### src/rtl/cmp_query_ctrl.sv
// Requester-side sequencer for the ALU compare unit: issues EQ/GT/LT tests one at a
// time, collects the registered results and returns one combined relation response.
module cmp_query_ctrl #(
  parameter int A_WIDTH   = 5,
  parameter int B_WIDTH   = 5,
  parameter int CMP_WIDTH = 5,
  parameter int TIMEOUT   = 4
) (
  input  logic                 CLK,
  input  logic                 RST,
  input  logic                 req_valid,
  output logic                 req_ready,
  input  logic [A_WIDTH-1:0]   req_a,
  input  logic [B_WIDTH-1:0]   req_b,
  input  logic [2:0]           req_mask,
  output logic [A_WIDTH-1:0]   cmp_A,
  output logic [B_WIDTH-1:0]   cmp_B,
  output logic                 cmp_en,
  output logic [1:0]           cmp_func,
  input  logic [CMP_WIDTH-1:0] CMP_OUT,
  input  logic                 CMP_Flag,
  output logic                 rsp_valid,
  input  logic                 rsp_ready,
  output logic                 rsp_eq,
  output logic                 rsp_gt,
  output logic                 rsp_lt,
  output logic                 rsp_err
);

  localparam logic [1:0] S_IDLE  = 2'd0;
  localparam logic [1:0] S_ISSUE = 2'd1;
  localparam logic [1:0] S_WAIT  = 2'd2;
  localparam logic [1:0] S_DONE  = 2'd3;

  localparam int CW = $clog2(TIMEOUT + 1);

  logic [1:0]         r_state;
  logic [2:0]         r_pending;
  logic [CW-1:0]      r_cnt;
  logic [A_WIDTH-1:0] r_cmp_a;
  logic [B_WIDTH-1:0] r_cmp_b;
  logic               r_eq;
  logic               r_gt;
  logic               r_lt;
  logic               r_err;

  logic [2:0]         w_low;
  logic [2:0]         w_rest;
  logic [1:0]         w_code;
  logic               w_hit;
  logic               w_zero;

  // The test in flight is always the lowest pending bit; it stays set until WAIT retires it.
  assign w_low  = r_pending & (~r_pending + 3'd1);
  assign w_rest = r_pending & ~w_low;

  always_comb begin
    w_code = 2'b00;
    if (r_pending[0])      w_code = 2'b01;
    else if (r_pending[1]) w_code = 2'b10;
    else if (r_pending[2]) w_code = 2'b11;
  end

  assign w_hit  = (CMP_OUT == CMP_WIDTH'(w_code));
  assign w_zero = (CMP_OUT == '0);

  always_ff @(posedge CLK) begin
    if (RST) begin
      r_state   <= S_IDLE;
      r_pending <= '0;
      r_cnt     <= '0;
      r_cmp_a   <= '0;
      r_cmp_b   <= '0;
      r_eq      <= 1'b0;
      r_gt      <= 1'b0;
      r_lt      <= 1'b0;
      r_err     <= 1'b0;
    end else begin
      case (r_state)
        S_IDLE: begin
          if (req_valid) begin
            r_cmp_a   <= req_a;
            r_cmp_b   <= req_b;
            r_pending <= req_mask;
            r_eq      <= 1'b0;
            r_gt      <= 1'b0;
            r_lt      <= 1'b0;
            r_err     <= 1'b0;
            r_state   <= (req_mask != '0) ? S_ISSUE : S_DONE;
          end
        end
        S_ISSUE: begin
          r_cnt   <= '0;
          r_state <= S_WAIT;
        end
        S_WAIT: begin
          if (CMP_Flag) begin
            if (w_hit) begin
              r_eq <= r_eq | w_low[0];
              r_gt <= r_gt | w_low[1];
              r_lt <= r_lt | w_low[2];
            end else if (!w_zero) begin
              r_err <= 1'b1;
            end
            r_pending <= w_rest;
            r_state   <= (w_rest != '0) ? S_ISSUE : S_DONE;
          end else if (r_cnt == CW'(TIMEOUT - 1)) begin
            r_err     <= 1'b1;
            r_pending <= '0;
            r_state   <= S_DONE;
          end else begin
            r_cnt <= r_cnt + 1'b1;
          end
        end
        S_DONE: begin
          if (rsp_ready) r_state <= S_IDLE;
        end
        default: r_state <= S_IDLE;
      endcase
    end
  end

  assign req_ready = (r_state == S_IDLE) && !RST;
  assign cmp_A     = r_cmp_a;
  assign cmp_B     = r_cmp_b;
  assign cmp_en    = (r_state == S_ISSUE);
  assign cmp_func  = (r_state == S_ISSUE) ? w_code : 2'b00;
  assign rsp_valid = (r_state == S_DONE);
  assign rsp_eq    = r_eq;
  assign rsp_gt    = r_gt;
  assign rsp_lt    = r_lt;
  assign rsp_err   = r_err;

endmodule

### config.mk
export PLATFORM = sky130hd
export DESIGN_NAME = cmp_query_ctrl
export DESIGN_NICKNAME = d
export VERILOG_FILES = /design/src/rtl/cmp_query_ctrl.sv
export SDC_FILE = /design/constraint.sdc
export NUM_CORES = 1
export LEC_CHECK = 0
export ABC_AREA = 0
export CAP_MARGIN = 20
export CORE_ASPECT_RATIO = 0.75
export CORE_MARGIN = 3
export CORE_UTILIZATION = 50
export DETAILED_ROUTE_END_ITERATION = 6
export DONT_BUFFER_PORTS = 1
export PLACE_DENSITY_LB_ADDON = 0.1
export SLEW_MARGIN = 10
export SYNTH_ARGS = -nofsm -noshare
export SYNTH_HDL_FRONTEND = slang
export SYNTH_SLANG_ARGS = --single-unit
### constraint.sdc
create_clock -name CLK -period 1.98 [get_ports CLK]
set_clock_uncertainty 0.2 [all_clocks]
set_input_delay 0.297 -clock CLK [delete_from_list [all_inputs] [get_ports CLK]]
set_output_delay 0.297 -clock CLK [all_outputs]
set_load 0.01 [all_outputs]
==> flow_summary.json, run 1 <==
{
  "endpoint_kind": "flip-flop",
  "synthCells": 140,
  "ant_nets": 0,
  "ys.flop_type": "dfxtp_1",
  "preCtsSetupSlack_ns": -0.0109,
  "setup_ws_ns": 0.0451,
  "maxSlewViolCount": 0,
  "power.density_nw_per_um2": 1110,
  "yosysTopAreaCellShare_pct": 38.9,
  "timing.hold.ws_ns": 0.0138,
  "grt_max_degree": 22,
  "setup_viol": 0,
  "antennaDiodeCount": 0,
  "synth_cell_type_count": 35,
  "gp_congestion": 0.841,
  "finalHoldViolCount": 0,
  "fin_tns_setup_ns": 0,
  "path_max_fanout": 4,
  "layout-drive-gt1-share_pct": 16.3,
  "grt_usage_pct": 20.5,
  "whs_path_depth": 2,
  "yosysWarnings": 0,
  "cp-start-kind": "flip-flop",
  "synth_edf_count": 0,
  "worst-r2r-cell-count": 6,
  "cts-htree-levels": 1,
  "syn_area_um2": 1130,
  "synth_top_cell_by_area": "dfxtp_1",
  "drt-vias-per-instance": 5.71,
  "finalCritPeriodShare_pct": 97.7,
  "die_w_um": 61.0,
  "area_growth_pct": 24.2,
  "die_y_um": 47.2,
  "rrSetupSlack_ns": 0.05,
  "cap_violations": 0,
  "ys_seq_area_share_pct": 38.9,
  "min_period_ns": 1.93,
  "rsz0062_at_grt": "yes",
  "r2r_start": "r_state[1]$_SDFFE_PP0P_",
  "synth-seq-cells": 22,
  "dr.pass1.iters": 4,
  "p_leak_uw": 0.000553,
  "num-nets-final": 192,
  "pin_count": 42,
  "grt-ovfl-total": 0,
  "core_area_um2": 2070,
  "peakVddDrop_mv": 0.525,
  "clock_sinks": 22,
  "syn_nets": 170,
  "worstPathRequired_ns": 2.03,
  "portBuffers": 0,
  "numCtsBuffers": 3,
  "path_class": "flip-flop to flip-flop",
  "rr_endpoint": "rsp_gt$_SDFFE_PP0P_",
  "grt_pass1_vias": 941,
  "wire_per_inst_um": 15.2,
  "grt_pass1_wl_mm": 4.31,
  "cp-startpoint": "r_state[1]$_SDFFE_PP0P_",
  "route.detailed.drc": 0,
  "avgSynthCellArea_um2": 8.09,
  "cts_tree": "done",
  "fmax_ghz": 0.517,
  "clk_pin_slew_worst_paths_ns": 0.12,
  "cp-endpoint": "rsp_gt$_SDFFE_PP0P_",
  "synthArstFlopShare_pct": 0,
  "slew_headroom_pct": 49.0,
  "die_area_um2": 2880,
  "outcome": "complete, no violations",
  "synth_area_leaders": "dfxtp_1 39%, nand2_1 9.9%, ha_1 7.7%",
  "clk_latency_ns": 0.30,
  "worst_hold_path_type": "input pin to flip-flop",
  "rows": 14,
  "first_iter_violations": 62,
  "dpl.hpwl_mm": 1.98,
  "wl_mm": 2.80,
  "cts-root-buf": "clkbuf_4",
  "crit_arrival_ns": 1.99,
  "clock_tree.buffer_depth": 2,
  "worst_pin_slew_ns": 0.763,
  "vias": 1050,
  "start_util_pct": 54.8,
  "antenna_found_initial": 0
}
==> registers in the layout (all words and copies together), names as in the netlist <==
name       flops
rsp_err        1
r_pending      3
rsp_gt         1
cmp_B          5
rsp_lt         1
cmp_A          5
r_cnt          3
rsp_eq         1
r_state        2
==> cell type report <==
type	count	area (um^2)
clock buffer	3	22.5
fill	171	661
inverter	8	30.0
multi-input combinational	104	671
sequential	22	443
tap	24	30.0
timing repair buffer	23	210
==> synthesized netlist by cell type (2+ instances only) <==
cell	count
o21a_1	2
a21oi_1	17
nand3_1	3
inv_1	8
clkbuf_1	4
a31oi_1	3
nand2_1	30
a211oi_1	3
o21ai_0	4
o31ai_1	3
dfxtp_1	22
or3_1	3
nand2b_1	2
ha_1	7
nor2b_1	2
nand3b_1	2
nor2_1	7
==> worst min-delay path by stage <==
stage                          startpoint                      end  slack (ns)
finish                         CMP_OUT[3]     rsp_err$_SDFFE_PP0P_        0.01
global route                  req_mask[2]  r_state[1]$_SDFFE_PP0P_       0.008
CTS                            CMP_OUT[3]     rsp_err$_SDFFE_PP0P_       0.007
detailed placement                    RST    cmp_A[1]$_SDFFE_PP0P_        0.17
global placement                      RST    cmp_B[4]$_SDFFE_PP0P_        0.17
floorplan           r_cnt[2]$_SDFFE_PP0P_    r_cnt[2]$_SDFFE_PP0P_        0.23
==> stage by stage <==
stage               power (uW)  util [%]  cells  area (um^2)
floorplan                 1080         -    140         1130
global placement          1250      57.1    165         1180
detailed placement        1260      57.1    165         1180
CTS                       1500      65.9    183         1360
global route              1690      68.0    184         1410
finish                    1560      68.0    184         1410
==> cells in the final DEF, fill, tap and decap left out, drive strengths merged <==
cell type,count
a211o,1
o21ai,5
a31o,1
dfxtp,22
nand3b,2
nor4,1
nor3,1
or3,3
a221oi,1
nor2,7
nor2b,2
buf,8
and2,1
and3b,1
nand3,3
or4b,1
o31ai,3
nor4b,1
o211a,1
a21oi,17
a21o,1
dlygate4sd3,15
a211oi,3
clkbuf,3
a311oi,1
nand2b,2
o211ai,1
nand4,1
a31oi,3
o21a,2
and2b,1
inv,8
nand2,30
ha,7
==> kinds of logic (layout without fill, tap and decap cells) <==
| family | count (synthesis) | in the layout | synth area share, % |
|---|---|---|---|
| AND/OR/NAND/NOR | 57 | 57 | 25.4 |
| AO/OA/AOI/OAI | 40 | 40 | 22.3 |
| flip-flops | 22 | 22 | 38.9 |
| buffers and inverters | 14 | 34 | 5.63 |
| adder cells (fa/ha/maj) | 7 | 7 | 7.73 |
==> power by group <==
| group | internal (uW) | leakage (uW) | switching [uW] | total [uW] |
|---|---|---|---|---|
| clock | 71.0 | 0.0000138 | 130 | 201 |
| sequential | 530 | 0.000180 | 105 | 635 |
| combinational | 324 | 0.000359 | 399 | 723 |
| total | 925 | 0.000553 | 634 | 1560 |
==> timing repair <==
item	4_1_cts	5_1_grt
hold buffers	15	0
setup buffers	0	1
endpoints found under the hold margin	21	0
endpoints found under the setup margin	1	6
pin swaps	0	2
gates resized for setup	2	12
==> worst max-delay path, cell delays in order, from the launching register on <==
cell and delay, ns:
dfxtp_2 0.38, inv_2 0.06, ha_4 0.15, and2b_2 0.21
or4b_4 0.54, nor4_4 0.23, a21o_1 0.11
==> routing by layer <==
metal	track usage (%)	vias up	part of all wire [%]
met4	4.76	0	0.86
met1	27.9	480	45
met2	30.9	34	45
met3	7.69	4	8.5
li1	-	532	-
met5	0	-	0
Power figures use the tool's default switching activity.
==> run 2: changes to the inputs <==
Settings changed: CORE_ASPECT_RATIO 0.75 to unset.
==> run 2 against run 1 <==
  * Wire length decreased by 3.7%
  * First-iteration DRC count decreased by 73%
  * Utilization increased by 0.34 points
  * Sequential cell count unchanged
  * Sequential share of layout area increased by 0.14 points
  * Worst hold slack got worse by 0.011 ns
  * Combinational power decreased by 10%
  * Fmax increased by 3.8%
  * Design area decreased by 0.71%
  * Cell count increased by 1.1%
  * Non-clock buffer count decreased by 2
==> flow_summary.json, run 2 (synthesized netlist as in run 1, its figures left out) <==
{
  "gp_congestion": 0.802,
  "cts-root-buf": "clkbuf_4",
  "cpPeakStageDelay_ns": 0.55,
  "switching_share_pct": 37.6,
  "finalHoldViolCount": 0,
  "antennaDiodeCount": 0,
  "crit_chain": "inv_1 > ha_1 > inv_1 > or4b_4 > nand3b_1 > o21ai_2",
  "placed_area_um2": 1180,
  "fin_area_um2": 1400,
  "worstPathRequired_ns": 2.04,
  "grt_usage_pct": 20.8,
  "power.switching_uw": 608,
  "grt_max_degree": 22,
  "clk_pin_slew_worst_paths_ns": 0.12,
  "die_w_um": 53.6,
  "fillers": 187,
  "setup_viol": 0,
  "p_leak_uw": 0.000553,
  "cts-htree-levels": 1,
  "pin_count": 42,
  "p_clk_share_pct": 21.0,
  "path_class": "flip-flop to flip-flop",
  "num-nets-final": 190,
  "wire_per_inst_um": 14.5,
  "drt-vias-per-instance": 5.54,
  "p_int_uw": 1010,
  "maxSlewViolCount": 0,
  "power_frac_comb_pct": 40.1,
  "cp-start-kind": "flip-flop",
  "wl_mm": 2.69,
  "grt_pass1_vias": 995,
  "rows": 16,
  "layout-drive-gt1-share_pct": 11.9,
  "clock_tree.buffer_depth": 2,
  "dpl.hpwl_mm": 1.94,
  "portBuffers": 0,
  "grt_pass1_wl_mm": 4.32,
  "first_iter_violations": 17,
  "clk_latency_ns": 0.31,
  "clock_sinks": 22,
  "seqPwrFrac_pct": 38.9,
  "timing.hold.ws_ns": 0.00272,
  "route.detailed.drc": 0,
  "final_common_cell": "nand2_1",
  "final_util_pct": 68.4,
  "antenna_found_initial": 0,
  "power.density_nw_per_um2": 1160,
  "endpoint_kind": "flip-flop",
  "final_cell_mix": "30 x nand2_1, 21 x dfxtp_1, 17 x a21oi_1, 15 x dlygate4sd3_1, 8 x inv_1",
  "core_area_um2": 2040,
  "critPathSlowestCell": "or4b_4",
  "vias": 1031,
  "crit_arrival_ns": 1.92,
  "area_growth_pct": 23.3,
  "critPathMostFrequentCell": "inv_1",
  "start_util_pct": 55.5,
  "ant_nets": 0,
  "path_max_fanout": 6,
  "dr.pass1.iters": 4,
  "grt-ovfl-total": 0,
  "outcome": "complete, no violations",
  "worst_hold_path_type": "input pin to flip-flop",
  "fmax_ghz": 0.536,
  "die_y_um": 53.6,
  "finalCritPeriodShare_pct": 94.2,
  "numCtsBuffers": 3,
  "die_area_um2": 2870,
  "rsz0062_at_grt": "no",
  "cts_tree": "done",
  "peakVddDrop_mv": 0.933,
  "min_period_ns": 1.86,
  "cap_violations": 0,
  "fin_tns_setup_ns": 0,
  "slew_headroom_pct": 50.9,
  "worst_pin_slew_ns": 0.734
}
-- run 2: path summary, 6_finish.rpt --
kind / startpoint / slack [ns] / cells past startpoint / to
worst max-delay path: r_state[0]$_SDFFE_PP0P_ / 0.12 / 6 / rsp_lt$_SDFFE_PP0P_
worst min-delay path: CMP_OUT[3] / 0.003 / 2 / rsp_err$_SDFFE_PP0P_
worst max register to register: r_state[0]$_SDFFE_PP0P_ / 0.12 / 6 / rsp_lt$_SDFFE_PP0P_
worst min register to register: r_cnt[2]$_SDFFE_PP0P_ / 0.27 / 2 / r_cnt[2]$_SDFFE_PP0P_
-- run 2: repair_timing --
item | CTS | global route
resized for setup | 0 | 6
buffers inserted | 0 | 0
endpoints found under the hold margin | 21 | 0
setup endpoints to repair | 0 | 7
hold buffers | 15 | 0
-- run 2: final cells by class --
| class | instances | area, um^2 | area share (%) |
|---|---|---|---|
| Inverter | 8 | 30.0 | 2.15 |
| Timing Repair Buffer | 21 | 195 | 14.0 |
| Clock buffer | 3 | 22.5 | 1.61 |
| Sequential cell | 22 | 442 | 31.6 |
| Multi-Input combinational cell | 104 | 643 | 46.1 |
| Tap cell | 27 | 33.8 | 2.42 |
| Clock inverter | 1 | 30.0 | 2.15 |
-- run 2: power groups by stage --
stage                     Clock (uW)  Sequential (uW)  Combinational [uW]
final                            340              629                 648
after global routing             367              646                 728
after CTS                        349              625                 638
after detailed placement           0              635                 603
after global placement             0              629                 586
after floorplan                    0              608                 468
-- run 2: critical path, delay by kind of cell, from the launching register on --
family          cells  cell delay [ns]
fa+ha+maj           1             0.23
flops               1             0.33
buf+inv             2             0.22
simple gates        2             0.73
compound gates      1             0.10
-- run 2: per-stage QoR --
stage               setup WS, ns  cells  power [uW]
CTS                       0.0388    186        1610
detailed placement        0.0677    167        1240
global placement           0.124    167        1210
finish                     0.115    186        1620
global route              0.0186    186        1740
floorplan                 0.0858    140        1080
-- run 2: metal layers --
metal	vias to the layer above	global-route usage, %	part of all wire (%)
li1	527	-	-
met1	467	25.9	42
met2	32	35.1	49
met3	5	6.09	7.4
met4	0	5.11	1.0
met5	-	0	0
==> run 3: changes to the inputs <==
Settings changed: GPL_TIMING_DRIVEN set to 0, HOLD_SLACK_MARGIN set to 0.06.
==> run 3 against run 2 <==
  * Register-to-register slack worse by 0.07 ns
  * Clock power is 1% higher
  * Via count is 5.0% higher
  * Wire length is 7.6% higher
  * First-iteration DRC count is 29% higher
  * Fmax is 3.7% lower
  * Global-route usage is 0.64 points higher
  * Utilization is 3.8 points higher
  * Combinational power is 15% higher
  * Worst hold slack better by 0.083 ns
  * Cell count is 4.3% higher
==> flow_summary.json, run 3 (synthesized netlist as in run 1, its figures left out) <==
{
  "outcome": "complete, no violations",
  "setup_viol": 0,
  "clock_tree.buffer_depth": 2,
  "worst-r2r-cell-count": 7,
  "dr.pass1.iters": 4,
  "clock_sinks": 22,
  "min_period_ns": 1.94,
  "grt_pass1_wl_mm": 4.50,
  "die_w_um": 53.6,
  "finalPower_uw": 1720,
  "grt_max_degree": 14,
  "rrSetupSlack_ns": 0.04,
  "cp-endpoint": "r_pending[0]$_SDFFE_PP0P_",
  "cp-startpoint": "r_state[0]$_SDFFE_PP0P_",
  "timing.hold.ws_ns": 0.0858,
  "cap_violations": 0,
  "wl_mm": 2.90,
  "cp-start-kind": "flip-flop",
  "placed_area_um2": 1170,
  "power.density_nw_per_um2": 1170,
  "crit_arrival_ns": 1.99,
  "dpl.hpwl_mm": 1.99,
  "layout-drive-gt1-share_pct": 15.6,
  "final_cell_mix": "30 x nand2_1, 20 x dfxtp_1, 17 x a21oi_1, 17 x dlygate4sd3_1",
  "antenna_found_initial": 0,
  "cts_tree": "done",
  "p_leak_uw": 0.000581,
  "path_max_fanout": 10,
  "pin_count": 42,
  "cpPeakStageDelay_ns": 0.38,
  "clk_pin_slew_worst_paths_ns": 0.13,
  "area_growth_pct": 30.2,
  "final_common_cell": "nand2_1",
  "die_area_um2": 2870,
  "cts-htree-levels": 1,
  "core_area_um2": 2040,
  "num-nets-final": 198,
  "rr_endpoint": "r_pending[0]$_SDFFE_PP0P_",
  "fmax_ghz": 0.517,
  "drt-vias-per-instance": 5.58,
  "crit_chain": "inv_4 > ha_2 > buf_2 > nor2_1 > a211oi_1 > nand3_1 > a21oi_1",
  "finalHoldViolCount": 0,
  "die_y_um": 53.6,
  "maxSlewViolCount": 0,
  "first_iter_violations": 22,
  "worst_hold_path_type": "input pin to flip-flop",
  "gp_congestion": 0.749,
  "slew_headroom_pct": 68.2,
  "grt_usage_pct": 21.4,
  "route.detailed.drc": 0,
  "worst_pin_slew_ns": 0.477,
  "worstPathRequired_ns": 2.03,
  "rows": 16,
  "finalCritPeriodShare_pct": 97.8,
  "clk_latency_ns": 0.32,
  "ant_nets": 0,
  "cts-root-buf": "clkbuf_4",
  "endpoint_kind": "flip-flop",
  "antennaDiodeCount": 0,
  "numCtsBuffers": 3,
  "grt-ovfl-total": 0,
  "rsz0062_at_grt": "yes",
  "fin_area_um2": 1470,
  "whs_path_depth": 4,
  "path_class": "flip-flop to flip-flop",
  "r2r_start": "r_state[0]$_SDFFE_PP0P_",
  "portBuffers": 0,
  "peakVddDrop_mv": 0.822,
  "wire_per_inst_um": 14.9,
  "final_util_pct": 72.2,
  "start_util_pct": 55.5,
  "critPathSlowestCell": "dfxtp_4",
  "grt_pass1_vias": 1036,
  "vias": 1083
}
run 3: changes by cell type in the layout (fill, tap and decap cells not counted), moves of 2 or more:
cell / change
inv_4: +2
clkbuf_1: +4
dlygate4sd3_1: +2
dfxtp_4: +2
inv_1: -3
run 3: layout make-up:
class,instances,area (um^2)
Sequential cell,22,448
Timing Repair Buffer,23,215
Buffer,6,33.8
Clock inverter,1,30.0
Multi-Input combinational cell,104,656
Clock buffer,3,22.5
Fill cell,166,568
Tap cell,27,33.8
Inverter,8,35.0
run 3: stage by stage:
stage	setup slack, ns	instances	setup TNS [ns]
6_report	0.0445	194	0
5_1_grt	-0.0768	194	-0.0901
4_1_cts	0.00120	188	0
3_5_place_dp	-0.182	167	-0.302
3_3_place_gp	-0.0894	167	-0.135
2_1_floorplan	0.0858	140	0
run 3: worst min path at each step:
| stage | from | end | slack, ns |
|---|---|---|---|
| 2_1_floorplan | r_cnt[2]$_SDFFE_PP0P_ | r_cnt[2]$_SDFFE_PP0P_ | 0.23 |
| 3_3_place_gp | req_b[1] | cmp_B[1]$_SDFFE_PP0P_ | 0.24 |
| 3_5_place_dp | req_a[0] | cmp_A[0]$_SDFFE_PP0P_ | 0.24 |
| 4_1_cts | CMP_OUT[0] | rsp_eq$_SDFFE_PP0P_ | 0.08 |
| 5_1_grt | RST | rsp_gt$_SDFFE_PP0P_ | 0.1 |
| 6_report | CMP_OUT[0] | rsp_eq$_SDFFE_PP0P_ | 0.09 |
run 3: worst max-delay path, delay by kind of cell, from the launching register on:
kind	cells	cell delay (ns)
AOI/OAI and AO/OA	2	0.57
adders and majority gates	1	0.20
buffers and inverters	2	0.27
DFF	1	0.38
and+or+nand+nor	2	0.26
run 3: metal layers:
metal,GRT usage (%),share of wire [%]
met5,0,0
met3,6.37,5.8
met2,36.5,49
met4,4.26,1.2
met1,26.7,44
run 3: what timing repair did:
item | in CTS | in global routing
resized for setup | 5 | 11
setup endpoints to repair | 4 | 8
gates cloned | 0 | 0
hold buffers | 17 | 0
hold endpoints to repair | 19 | 0
buffers inserted | 0 | 6
pin swaps | 0 | 3
run 3: report_power, final:
part | leakage, uW | internal, uW | switching [uW]
sequential | 0.000181 | 536 | 94.9
combinational | 0.000372 | 333 | 414
clock | 0.0000279 | 205 | 140
total | 0.000581 | 1070 | 649
